File: config.mk
export PLATFORM = sky130hd
export DESIGN_NAME = syzygy_adc_capture_ctrl
export DESIGN_NICKNAME = d
export VERILOG_FILES = /design/src/rtl/syzygy_adc_capture_ctrl.sv
export SDC_FILE = /design/constraint.sdc
export NUM_CORES = 1
export LEC_CHECK = 0
export BUFFER_PORTS_ARGS = -buffer_cell sky130_fd_sc_hd__buf_2
export CORE_MARGIN = 10
export CORE_UTILIZATION = 55
export DETAILED_ROUTE_END_ITERATION = 8
export PLACE_DENSITY = 0.85
export SLEW_MARGIN = 20
export SYNTH_ARGS = -nofsm -noshare
export SYNTH_HDL_FRONTEND = slang
export SYNTH_SLANG_ARGS = --single-unit
File: constraint.sdc
create_clock -name adc_data_clk -period 5.8 [get_ports adc_data_clk]
set_clock_uncertainty 0.1 [all_clocks]
set_input_delay 0.58 -clock adc_data_clk [delete_from_list [all_inputs] [get_ports adc_data_clk]]
set_output_delay 0.58 -clock adc_data_clk [all_outputs]
set_load 0.02 [all_outputs]
File: src/rtl/syzygy_adc_capture_ctrl.sv
// Capture controller for SYZYGY serial-LVDS ADCs: SERDES reset sequencing, bitslip frame
// training with a slip limit, lock-loss monitoring and per-channel sample formatting.
module syzygy_adc_capture_ctrl #(
  parameter int                 NUM_CH            = 2,
  parameter int                 ADC_BITS          = 14,
  parameter int                 FR_BITS           = 8,
  parameter logic [FR_BITS-1:0] FR_PATTERN        = 8'hF0,
  parameter int                 SERDES_RST_CYCLES = 16,
  parameter int                 BITSLIP_WAIT      = 4,
  parameter int                 MAX_SLIPS         = 8,
  parameter int                 LOCK_LOSS_COUNT   = 4
) (
  input  logic                       adc_data_clk,
  input  logic                       reset_async,
  input  logic                       train_start,
  input  logic                       fmt_twos,
  input  logic [FR_BITS-1:0]         frame_word,
  input  logic [NUM_CH*ADC_BITS-1:0] ch_word,
  output logic                       serdes_reset,
  output logic                       bitslip,
  output logic                       aligned,
  output logic                       align_error,
  output logic [3:0]                 slip_count,
  output logic                       data_valid,
  output logic [NUM_CH*16-1:0]       adc_data,
  output logic [31:0]                sample_count
);

  localparam logic [2:0] ST_RESET_SERDES = 3'd0;
  localparam logic [2:0] ST_SETTLE       = 3'd1;
  localparam logic [2:0] ST_CHECK        = 3'd2;
  localparam logic [2:0] ST_SLIP         = 3'd3;
  localparam logic [2:0] ST_LOCKED       = 3'd4;
  localparam logic [2:0] ST_FAIL         = 3'd5;

  localparam int CNT_MAX = (SERDES_RST_CYCLES > BITSLIP_WAIT) ? SERDES_RST_CYCLES : BITSLIP_WAIT;
  localparam int CW      = $clog2(CNT_MAX);
  localparam int MW      = $clog2(LOCK_LOSS_COUNT + 1);

  localparam logic [CW-1:0] RST_LOAD  = CW'(SERDES_RST_CYCLES - 1);
  localparam logic [CW-1:0] WAIT_LOAD = CW'(BITSLIP_WAIT - 1);
  localparam logic [MW-1:0] MISS_MAX  = MW'(LOCK_LOSS_COUNT);
  localparam logic [3:0]    SLIP_MAX  = 4'(MAX_SLIPS);

  logic [2:0]               state_q, state_d;
  logic [CW-1:0]            cnt_q, cnt_d;
  logic [3:0]               slip_q, slip_d;
  logic [MW-1:0]            miss_q, miss_d, miss_inc;
  logic                     dv_q, dv_d;
  logic [NUM_CH*16-1:0]     adc_q, adc_d;
  logic [31:0]              sc_q, sc_d;
  logic                     frame_match;
  logic                     enter_rst;

  assign frame_match = (frame_word == FR_PATTERN);
  assign miss_inc    = miss_q + 1'b1;

  always_comb begin
    state_d = state_q;
    cnt_d   = cnt_q;
    slip_d  = slip_q;
    miss_d  = miss_q;
    unique case (state_q)
      ST_RESET_SERDES: begin
        if (cnt_q == '0) begin
          state_d = ST_SETTLE;
          cnt_d   = WAIT_LOAD;
        end else begin
          cnt_d = cnt_q - 1'b1;
        end
      end
      ST_SETTLE: begin
        if (cnt_q == '0) state_d = ST_CHECK;
        else             cnt_d   = cnt_q - 1'b1;
      end
      ST_CHECK: begin
        if (frame_match)             state_d = ST_LOCKED;
        else if (slip_q == SLIP_MAX) state_d = ST_FAIL;
        else                         state_d = ST_SLIP;
      end
      ST_SLIP: begin
        slip_d  = slip_q + 4'd1;
        state_d = ST_SETTLE;
        cnt_d   = WAIT_LOAD;
      end
      ST_LOCKED: begin
        if (frame_match)               miss_d  = '0;
        else if (miss_inc == MISS_MAX) state_d = ST_RESET_SERDES;
        else                           miss_d  = miss_inc;
      end
      ST_FAIL: state_d = ST_FAIL;
      default: state_d = ST_RESET_SERDES;
    endcase
    if (train_start) state_d = ST_RESET_SERDES;

    // Any entry into RESET_SERDES (including a re-request while already there) restarts training.
    enter_rst = train_start || (state_d == ST_RESET_SERDES && state_q != ST_RESET_SERDES);
    if (enter_rst) begin
      cnt_d  = RST_LOAD;
      slip_d = '0;
      miss_d = '0;
    end
  end

  function automatic logic [15:0] fmt_sample(input logic [ADC_BITS-1:0] raw, input logic twos);
    logic signed [ADC_BITS-1:0] flipped;
    logic [15:0]                res;
    flipped = {~raw[ADC_BITS-1], raw[ADC_BITS-2:0]};
    if (twos) res = 16'(flipped);
    else      res = 16'(raw);
    return res;
  endfunction

  always_comb begin
    adc_d = '0;
    for (int c = 0; c < NUM_CH; c++) begin
      adc_d[c*16 +: 16] = fmt_sample(ch_word[c*ADC_BITS +: ADC_BITS], fmt_twos);
    end
    dv_d = (state_q == ST_LOCKED) && frame_match;
    sc_d = sc_q;
    // Count the valid word currently presented; only while still locked so a stale strobe
    // from the edge that left LOCKED cannot leak into the next run.
    if (enter_rst)                                                sc_d = '0;
    else if (dv_q && state_q == ST_LOCKED && sc_q != 32'hFFFF_FFFF) sc_d = sc_q + 32'd1;
  end

  always_ff @(posedge adc_data_clk or posedge reset_async) begin
    if (reset_async) begin
      state_q <= ST_RESET_SERDES;
      cnt_q   <= RST_LOAD;
      slip_q  <= '0;
      miss_q  <= '0;
      dv_q    <= 1'b0;
      adc_q   <= '0;
      sc_q    <= '0;
    end else begin
      state_q <= state_d;
      cnt_q   <= cnt_d;
      slip_q  <= slip_d;
      miss_q  <= miss_d;
      dv_q    <= dv_d;
      adc_q   <= adc_d;
      sc_q    <= sc_d;
    end
  end

  assign serdes_reset = (state_q == ST_RESET_SERDES);
  assign bitslip      = (state_q == ST_SLIP);
  assign aligned      = (state_q == ST_LOCKED);
  assign align_error  = (state_q == ST_FAIL);
  assign slip_count   = slip_q;
  assign data_valid   = dv_q;
  assign adc_data     = adc_q;
  assign sample_count = sc_q;

endmodule

Word level (Yosys, flattened, before mapping) --
Cells that the tools add are included.
Operators by class: bitwise logic cells 2, reduce and logical (&&, ||, !) cells 15, equality and inequality tests 11, add/subtract/negate cells 4, mux-type cells 22
Operators by type and width (number):
- two-way mux 32 bit | 2
- two-way mux 3 bit | 11
- adder 32 x 1 -> 32 bit (second input constant) | 1
- two-way mux 16 bit | 2
- inequality test 32 bit (second input constant) | 1
- two-way mux 4 bit | 5
- case mux 3 bit (6 select lines) | 1
- case mux 4 bit (3 select lines) | 1
- == test 3 bit (second input constant) | 3
- == test 8 bit (second input constant) | 1
- == test 3 x 2 -> 1 bit (second input constant) | 2
- zero test 3 bit | 2
- inequality test 3 bit (second input constant) | 2
- nonzero test 2 bit | 3
- adder 4 x 1 -> 4 bit (second input constant) | 1
- == test 4 bit (second input constant) | 1
- logical AND 1 bit | 4
- zero test 4 bit | 1
- AND reduction 2 bit | 2
- nonzero test 4 bit | 1
- subtractor 4 x 1 -> 4 bit (second input constant) | 1
- adder 3 x 1 -> 3 bit (second input constant) | 1
- == test 3 x 1 -> 1 bit (second input constant) | 1
- nonzero test 3 bit | 1
- 2 further kinds | 3
Word-level totals: logic and storage cells 61, input bits 40, bits in registers 79, output and inout bits 73

Depth between registers and ports, before layout --
Gate-level depths: netlist (run 1).
depth after elaboration 11, gate-level depth with buffers 9

Worst setup path before layout (run 1) --
OpenSTA, ideal clock, no wires.
path type register to register, start register sc_q[16], in the netlist sample_count[16], end register sc_q[1], in the netlist sample_count[1], library setup time 132 ps, cell stages (with the launch flop) 9, path buffers 3, data arrival time 2214 ps, path slack 3354 ps, cell sequence dfrtp_1 nand3_2 or4_4 buf_6 o31ai_2 clkbuf_2 buf_2 mux2i_1 nor2_1
On the way: longest elaborated chain between the ends 3
Ends and longest elaborated chain:
- start, declared | line 51 | logic [31:0] sc_q, sc_d;
- start signal, assigned | line 135 | sc_q <= '0;
- start signal, assigned | line 143 | sc_q <= sc_d;
- inequality test 32 bit | line 124 | else if (dv_q && state_q == ST_LOCKED && sc_q != 32'hFFFF_FFFF) sc_d = sc_q + 32'd1;
- logical AND 1 bit | line 124
- nonzero test 2 bit (no source line)
Every way passes these cells. A chain may end at the register's enable or synchronous reset.

Worst setup path after layout (run 1) --
start register sc_q[12], in the netlist sample_count[12], end register sc_q[1], in the netlist sample_count[1]
The elaborated chain is that of the path after synthesis.

==> results.yml, run 1 <==
run_status:
  outcome: "completed"
worst_setup_path:
  crit_chain: "nand4_1 > or4_4 > o31ai_2 > buf_4 > mux2i_1 > nor2_1"
  cp-end-kind: "flip-flop"
  critPathMaxStageDelay_ns: 0.72
  start_kind: "flip-flop"
  worst_path_max_delay_cell: "o31ai_2"
  crit_type: "reg -> reg"
  cp_data_arrival_time_ns: 2.93
  worstPathRequired_ns: 5.93
  cp_max_fo: 19
logic_synthesis:
  synth_top_cell_by_area: "dfrtp_1"
  synth_nets: 392
  synth_area_um2: 3550
  synth_ff_type: "dfrtp_1"
  synth_seq_cells: 77
  synthCells: 343
  ys_types: 48
  synthTopCellsByArea: "dfrtp_1 51%, a21oi_1 3.5%, ha_1 3.2%"
  ys_seq_area_share_pct: 54.3
  synth_edf_count: 0
  syn_area_per_cell_um2: 10.4
  ys_warn_count: 0
  synthArstFlopShare_pct: 100
  synth_top_area_share_pct: 51.4
  yosys.cell_count.top_type: "dfrtp_1"
  synth_common_cells: "73 x dfrtp_1, 30 x nor2_1, 25 x a21oi_1, 20 x nand2_1, 17 x inv_1"
place:
  dpl.hpwl_mm: 6.72
  place_congestion: 0.831
  portBuffers: 112
  placed_area_um2: 4150
  pre_cts_ws_ns: 3.04
routing:
  routed_wl_mm: 9.06
  avgViaCountPerCell: 5.72
  ant_nets: 0
  vias: 3054
  drt_pass1_iterations: 5
  first_iter_violations: 215
  wl_per_cell_um: 17.0
  drc: 0
floorplanning:
  die_area_um2: 10100
  core-area_um2: 6310
  num_io_pins: 113
  die_w_um: 100
  die_y_um: 100
  start_util_pct: 56.3
  row_count: 29
grt:
  grt_usage_pct: 17.9
  first_global_vias: 3017
  grt_antenna_before_repair: 0
  grt.overflow.total: 0
  grt_max_degree: 52
  grt_first_pass_wirelength_mm: 14.7
finish:
  area_delta_synth_final_pct: 22.4
  fin_nets: 501
  drive_gt1_share_pct: 31.1
  final_area_um2: 4350
  fill_cells: 519
  antenna_cells: 0
power_and_ir_drop:
  p_leak_nw: 2.04
  irDropWorstVdd_v: 0.000200
  power_density_nw_per_um2: 239
sta:
  tightestPinTransition_ns: 1.08
  setup_viol: 0
  finalCriticalPeriod_ns: 2.81
  drv_slew: 0
  hold_viol: 0
  finalSetupTns_ns: 0
  timing.final.crit_share_pct: 48.4
  slew_headroom_pct: 27.7
  max_freq_mhz: 356
  fin_ws_ns: 2.99
  grt_setup_unrepaired: "no"
clocking:
  clkLatencyLatePin_ns: 0.35
  cts_tree: "yes"
  clock_sinks: 77
  ctsHoldBuffers: 0
  clk_pin_slew_ns: 0.09
  h-tree-depth: 3
  postCtsSetupBuffers: 0
  cts_resized: 0
  cts_made_buffers: 9
  root_buffer: "clkbuf_8"
  clk_path_buf_depth: 2
run:
  drv_cap: 0
min_path:
  min_path_type: "in -> async"
[layer usage]
layer,vias up,GRT usage [%],wire length [um]
li1,1468,-,-
met1,1475,20.5,3640
met2,99,29.4,4530
met3,12,6.39,763
met4,0,8.04,130
met5,-,0,0
[worst max-delay path: cells and delay by family (launching register included)]
family | cells | cell delay (ns)
muxes | 1 | 0.21
AOI/OAI and AO/OA | 1 | 0.72
DFF | 1 | 0.46
buffers and inverters | 1 | 0.35
and+or+nand+nor | 3 | 0.84
[state kept, by name, summed over array words and instances, names as in the netlist]
register	count
miss_q	3
slip_count	4
data_valid	1
adc_data	30
cnt_q	4
state_q	3
sample_count	32
[logic make-up (layout without fill, tap and decap cells)]
logic type / count (synthesis) / after routing / synth area share (%)
flip-flops: 77 / 77 / 54.3
adder cells (fa/ha/maj): 9 / 9 / 3.17
AND/OR/NAND/NOR: 137 / 137 / 21.5
buffers and inverters: 34 / 148 / 4.29
AO/OA/AOI/OAI: 68 / 68 / 12.2
XOR/XNOR: 16 / 16 / 3.94
multiplexers: 2 / 2 / 0.563
[power by group]
group	internal (mW)	total, mW	switching, mW
sequential	0.551	0.555	0.00428
combinational	0.0233	0.0687	0.0454
clock	0.204	0.417	0.213
total	0.778	1.04	0.262
[layout make-up]
class / instances / area, um2 / share of cell area [%]
multi-input combinational: 232 / 1470 / 33.8
clock inverter: 7 / 80.1 / 1.84
tap: 77 / 96.3 / 2.22
clock buffer: 9 / 124 / 2.85
timing repair buffer: 115 / 583 / 13.4
inverter: 17 / 63.8 / 1.47
sequential: 77 / 1930 / 44.4
[through the flow]
step / power [mW] / hold WS (ns) / util [%] / instances
finish: 1.04 / 0.161 / 68.9 / 534
global route: 1.08 / 0.179 / 68.9 / 534
CTS: 1.05 / 0.162 / 68.9 / 534
detailed placement: 0.636 / 0.457 / 65.7 / 518
global placement: 0.633 / 0.438 / 65.7 / 518
floorplan: 0.603 / 0.423 / - / 343
[cell usage in the layout, fill, tap and decap left out, types with 12 or more instances in the layout]
cell type    n
o31ai_1     12
nor2_1      30
inv_1       16
nand2_1     20
nand3_1     13
nand4_1     12
o21ai_0     13
xnor2_1     12
a21oi_1     25
buf_2      112
dfrtp_1     73
[worst paths after layout]
kind | start | to | slack (ns) | depth (start not counted)
hold / removal | reset_async | adc_data[23] | 0.16 | 2
max in group asynchronous | reset_async | miss_q[0] | 4.40 | 3
hold reg to reg | sample_count[20] | sample_count[20] | 0.47 | 2
setup / recovery | sample_count[12] | sample_count[1] | 2.99 | 6
setup reg to reg | sample_count[12] | sample_count[1] | 2.99 | 6
min in group adc_data_clk | ch_word[23] | adc_data[25] | 0.22 | 1
Power figures use the tool's default switching activity.
==> run 2, diff against run 1 <==
--- a/config.mk
+++ b/config.mk
@@ -5,11 +5,12 @@
 export SDC_FILE = /design/constraint.sdc
 export NUM_CORES = 1
 export LEC_CHECK = 0
+export ABC_AREA = 1
 export BUFFER_PORTS_ARGS = -buffer_cell sky130_fd_sc_hd__buf_2
 export CORE_MARGIN = 10
-export CORE_UTILIZATION = 55
+export CORE_UTILIZATION = 47
 export DETAILED_ROUTE_END_ITERATION = 8
-export PLACE_DENSITY = 0.85
+export PLACE_DENSITY = 0.77
 export SLEW_MARGIN = 20
 export SYNTH_ARGS = -nofsm -noshare
 export SYNTH_HDL_FRONTEND = slang
==> constraint.sdc (replaced) <==
create_clock -name adc_data_clk -period 2.3 [get_ports adc_data_clk]
set_clock_uncertainty 0.1 [all_clocks]
set_input_delay 0.23 -clock adc_data_clk [delete_from_list [all_inputs] [get_ports adc_data_clk]]
set_output_delay 0.23 -clock adc_data_clk [all_outputs]
set_load 0.02 [all_outputs]
==> results.yml, run 2 <==
worst_setup_path:
  critPathMostFrequentCell: "nor2_1"
  worst_r2r_path_depth: 13
  rrSetupSlack_ns: 0.15
  crit_chain: "inv_1 > ha_1 > nand3_1 > nor2_1 > nor2_2 > nand3_1 > nand2_1 > inv_2 > nor2_1 > nand2_1 > nand2_2 > buf_4 > nor2_1"
  critical_path.top_delay_family: "simple AND/OR/NAND/NOR gates"
  path_buf_inv: 3
  cp-end-kind: "flip-flop"
  cp_max_fo: 14
  worst_path_max_delay_cell: "dfstp_2"
  start_kind: "flip-flop"
  r2r_end: "sample_count[14]"
  critPathMaxStageDelay_ns: 0.55
  cp_data_arrival_time_ns: 2.30
  r2r_start: "cnt_q[0]"
  crit_type: "reg -> reg"
  worstPathRequired_ns: 2.45
logic_synthesis:
  synth_seq_cells: 77
  synthArstFlopShare_pct: 100
  synth_ff_type: "dfrtp_1"
  synthTopCellsByArea: "dfrtp_1 49%, nand2_1 11%, nor2_1 8.5%"
  synthCells: 459
  ys_seq_area_share_pct: 51.5
  synth_edf_count: 0
  synth_top_area_share_pct: 48.7
  synth_area_um2: 3750
  synth_nets: 508
  yosys.cell_count.top_type: "nand2_1"
  ys_warn_count: 0
  synth_common_cells: "108 x nand2_1, 85 x nor2_1, 73 x dfrtp_1, 61 x inv_1, 35 x nand3_1"
  syn_area_per_cell_um2: 8.17
  ys_types: 28
  synth_top_cell_by_area: "dfrtp_1"
place:
  dp_cells: 671
  pre_cts_ws_ns: 0.192
  dpl.hpwl_mm: 7.62
  portBuffers: 112
  place_congestion: 0.903
sta:
  fin_ws_ns: 0.151
  max_freq_mhz: 465
  tightestPinTransition_ns: 0.604
  setup_viol: 0
  grt_setup_unrepaired: "no"
  hold_viol: 0
  timing.final.crit_share_pct: 93.5
  drv_slew: 0
  finalSetupTns_ns: 0
  finalCriticalPeriod_ns: 2.15
  slew_headroom_pct: 59.7
grt:
  grt.overflow.total: 0
  grt_first_pass_wirelength_mm: 17.1
  grt_usage_pct: 17.7
  grt_antenna_before_repair: 0
  grt_max_degree: 36
  first_global_vias: 3535
power_and_ir_drop:
  total_power_mw: 2.69
  power_density_nw_per_um2: 541
  p_leak_nw: 2.60
  irDropWorstVdd_v: 0.000365
routing:
  avgViaCountPerCell: 4.95
  routed_wl_mm: 10.6
  dr.max_layer_used: "met4"
  met3WireLength_mm: 1.03
  drc: 0
  wl_per_cell_um: 14.7
  ant_nets: 0
  drt-met1-wl_mm: 4.15
  vias: 3551
  drt_pass1_iterations: 5
  first_iter_violations: 200
  wl_met2_mm: 5.25
finish:
  final_cell_mix: "112 x buf_2, 108 x nand2_1, 85 x nor2_1, 73 x dfrtp_1, 60 x inv_1"
  fill_cells: 648
  multi_input_area_um2: 1510
  drive_gt1_share_pct: 25.5
  area_delta_synth_final_pct: 32.4
  antenna_cells: 0
  seqCellArea_um2: 1930
  fin_util_pct: 64.2
  final_common_cell: "buf_2"
  fin_nets: 660
  largest_reg_flops: 32
  stdcell_count: 718
clocking:
  cts_resized: 0
  clk_pin_slew_ns: 0.09
  clk_path_buf_depth: 2
  clkLatencyLatePin_ns: 0.36
  cts_tree: "yes"
  root_buffer: "clkbuf_8"
  cts_made_buffers: 9
  clock_sinks: 77
  h-tree-depth: 3
floorplanning:
  die_y_um: 109
  die_area_um2: 12000
  die_w_um: 109
  start_util_pct: 48.5
  num_io_pins: 113
  row_count: 32
  core-area_um2: 7730
min_path:
  min_from: "fmt_twos"
  min_path_type: "in -> reg"
  holdPathEnd: "adc_data[15]"
  holdPathStages: 2
run_status:
  outcome: "completed"
run:
  drv_cap: 0
run 2: cell types whose count changed in the layout (fill, tap and decap cells not counted), moves of 12 or more:
| cell | change |
|---|---|
| o31ai_1 | -12 |
| inv_1 | +44 |
| nand2_1 | +88 |
| nor2_1 | +55 |
| nand3_1 | +22 |
| a21oi_1 | -20 |
| dlygate4sd3_1 | +27 |
run 2: cell type report:
cell class	count	area share [%]
flip-flops and latches	77	38.9
well taps	102	2.57
repair buffers	150	19.2
multi-input cells	308	30.3
clock inverters	7	1.59
clock buffers	9	2.49
inverters	65	4.96
run 2: kinds of logic after synthesis:
family,share of synthesized area [%]
buffers and inverters,8.34
and+or+nand+nor,30.5
adders and majority gates,3.00
AOI/OAI and AO/OA,2.67
DFF,51.5
xor gates and xnor gates,3.97
run 2: timing repair:
item	4_1_cts	5_1_grt
setup endpoints to repair	0	1
buffers inserted	0	4
endpoints found under the hold margin	52	0
hold buffers	27	0
run 2: report_power, final:
group / switching (mW) / internal [mW]
registers: 0.0103 / 1.39
clock network: 0.621 / 0.439
logic: 0.131 / 0.0964
run 2: how the worst max path moves through the flow:
stage / slack (ns) / depth (start not counted) / from / to
final: 0.15 / 13 / cnt_q[0] / sample_count[14]
after global routing: 0.03 / 13 / cnt_q[0] / sample_count[23]
after CTS: 0.17 / 13 / cnt_q[0] / sample_count[14]
after detailed placement: 0.19 / 13 / cnt_q[0] / sample_count[12]
after global placement: 0.25 / 13 / cnt_q[0] / sample_count[12]
after floorplan: 0.01 / 1 / reset_async / adc_data[0]
run 2: per-layer routing:
layer	vias up	global-route usage, %
li1	1734	-
met4	0	5.58
met3	11	5.91
met2	139	29.8
met5	-	0
met1	1667	21.1
run 2: per-stage QoR:
step	hold slack [ns]	instance area [um2]
final	0.0360	4960
after global routing	0.0430	4960
after CTS	0.0265	4920
after detailed placement	0.239	4450
after global placement	0.221	4450
after floorplan	0.161	3750
==> run 3, diff against run 2 <==
--- a/config.mk
+++ b/config.mk
@@ -8,9 +8,9 @@
 export ABC_AREA = 1
 export BUFFER_PORTS_ARGS = -buffer_cell sky130_fd_sc_hd__buf_2
 export CORE_MARGIN = 10
-export CORE_UTILIZATION = 47
+export CORE_UTILIZATION = 55
 export DETAILED_ROUTE_END_ITERATION = 8
-export PLACE_DENSITY = 0.77
+export PLACE_DENSITY = 0.95
 export SLEW_MARGIN = 20
 export SYNTH_ARGS = -nofsm -noshare
 export SYNTH_HDL_FRONTEND = slang
==> constraint.sdc (replaced) <==
create_clock -name adc_data_clk -period 2.7 [get_ports adc_data_clk]
set_clock_uncertainty 0.1 [all_clocks]
set_input_delay 0.27 -clock adc_data_clk [delete_from_list [all_inputs] [get_ports adc_data_clk]]
set_output_delay 0.27 -clock adc_data_clk [all_outputs]
set_load 0.02 [all_outputs]
==> results.yml, run 3 (same netlist as run 2, synthesis figures left out) <==
finish:
  area_delta_synth_final_pct: 29.8
  final_cell_mix: "112 x buf_2, 108 x nand2_1, 85 x nor2_1, 73 x dfrtp_1, 60 x inv_1"
  fill_cells: 495
  largest_reg_flops: 32
  fin_util_pct: 72.5
  final_common_cell: "buf_2"
  stdcell_count: 687
  antenna_cells: 0
  fin_nets: 653
  drive_gt1_share_pct: 24.4
grt:
  grt.overflow.total: 0
  grt_first_pass_wirelength_mm: 16.9
  grt_usage_pct: 20.5
  grt_antenna_before_repair: 0
  first_global_vias: 3582
  grt_max_degree: 48
worst_setup_path:
  rrSetupSlack_ns: 0.40
  crit_chain: "inv_1 > ha_1 > nand3_1 > nor2_1 > nor2_2 > nand3_1 > nand2_1 > inv_2 > nor2_1 > nand2_1 > nand2_2 > buf_4 > nor3_1"
  start_kind: "flip-flop"
  cp_max_fo: 13
  cp-end-kind: "flip-flop"
  crit_start: "cnt_q[0]"
  worstPathRequired_ns: 2.84
  r2r_end: "sample_count[0]"
  crit_type: "reg -> reg"
  critPathMaxStageDelay_ns: 0.54
  r2r_start: "cnt_q[0]"
  cp_data_arrival_time_ns: 2.43
  worst_path_max_delay_cell: "dfstp_2"
  worst_r2r_path_depth: 13
routing:
  vias: 3627
  routed_wl_mm: 10.5
  wl_per_cell_um: 15.2
  drt_pass1_iterations: 5
  ant_nets: 0
  first_iter_violations: 242
  avgViaCountPerCell: 5.28
  drc: 0
sta:
  whs_ns: 0.0916
  drv_slew: 0
  hold_viol: 0
  tightestPinTransition_ns: 0.632
  max_freq_mhz: 435
  timing.final.crit_share_pct: 85.1
  finalSetupTns_ns: 0
  finalCriticalPeriod_ns: 2.30
  setup_viol: 0
  slew_headroom_pct: 57.8
  grt_setup_unrepaired: "no"
power_and_ir_drop:
  irDropWorstVdd_v: 0.000327
  clockPowerShare_pct: 40.7
  power.net_switching_mw: 0.529
  p_int_mw: 1.80
  swShare_pct: 22.8
  power_frac_seq_pct: 51.2
  comb_power_share_pct: 8.1
  p_leak_nw: 2.56
  total_power_mw: 2.33
  power_density_nw_per_um2: 478
clocking:
  h-tree-depth: 3
  postCtsSetupBuffers: 0
  clk_path_buf_depth: 2
  cts_resized: 0
  clock_sinks: 77
  clkLatencyLatePin_ns: 0.35
  clk_pin_slew_ns: 0.08
  root_buffer: "clkbuf_8"
  cts_tree: "yes"
  cts_made_buffers: 9
  ctsHoldBuffers: 27
run:
  drv_cap: 0
floorplanning:
  core-area_um2: 6720
  num_io_pins: 113
  die_w_um: 103
  start_util_pct: 55.8
  die_y_um: 103
  die_area_um2: 10500
  row_count: 30
place:
  place_congestion: 0.927
  dp_cells: 646
  dpl.hpwl_mm: 7.20
  portBuffers: 112
min_path:
  holdPathEnd: "adc_data[30]"
  min_from: "fmt_twos"
  holdPathStages: 2
  min_path_type: "in -> reg"
run_status:
  outcome: "completed"
run 3: changes by cell type in the layout (fill, tap and decap cells not counted), sizes merged:
cell,change
inv,-6
clkbuf,+1
clkinv,+1
buf,-7
bufinv,+2
run 3: layout make-up:
type	count	area, um2	share of cell area [%]
Timing Repair Buffer	143	873	17.9
Tap cell	80	100	2.06
Clock buffer	10	138	2.83
Multi-Input combinational cell	308	1510	30.9
Clock inverter	4	73.8	1.52
Inverter	65	246	5.06
Sequential cell	77	1930	39.7
run 3: how the worst max path moves through the flow:
stage | slack (ns) | cells past startpoint | to
CTS | 0.40 | 13 | sample_count[0]
finish | 0.40 | 13 | sample_count[0]
detailed placement | 0.50 | 13 | sample_count[1]
global route | 0.24 | 13 | sample_count[12]
floorplan | 0.37 | 1 | adc_data[0]
global placement | 0.59 | 13 | sample_count[12]
run 3: power groups by stage:
| stage | Clock (mW) | Combinational (mW) | Sequential (mW) |
|---|---|---|---|
| floorplan | 0 | 0.0533 | 1.25 |
| global placement | 0 | 0.151 | 1.21 |
| detailed placement | 0 | 0.157 | 1.21 |
| CTS | 0.956 | 0.187 | 1.19 |
| global route | 1.01 | 0.206 | 1.19 |
| finish | 0.946 | 0.188 | 1.19 |
run 3: per-layer routing:
layer  vias up  GRT usage [%]  share of wire, %
li1       1717              -                 -
met1      1711           23.3                38
met2       183           33.9                49
met3        16           8.45                12
met4         0           7.27               1.4
met5         -              0                 0
run 3: critical path: cells and delay by family, from the launching register on:
| family | cells | cell delay (ns) |
|---|---|---|
| buf+inv | 3 | 0.36 |
| flops | 1 | 0.54 |
| simple gates | 9 | 0.98 |
| fa+ha+maj | 1 | 0.21 |
run 3: through the flow:
stage	cell area (um2)	worst slack, ns
after floorplan	3750	0.370
after global placement	4390	0.591
after detailed placement	4390	0.503
after CTS	4870	0.404
after global routing	4870	0.236
final	4870	0.402
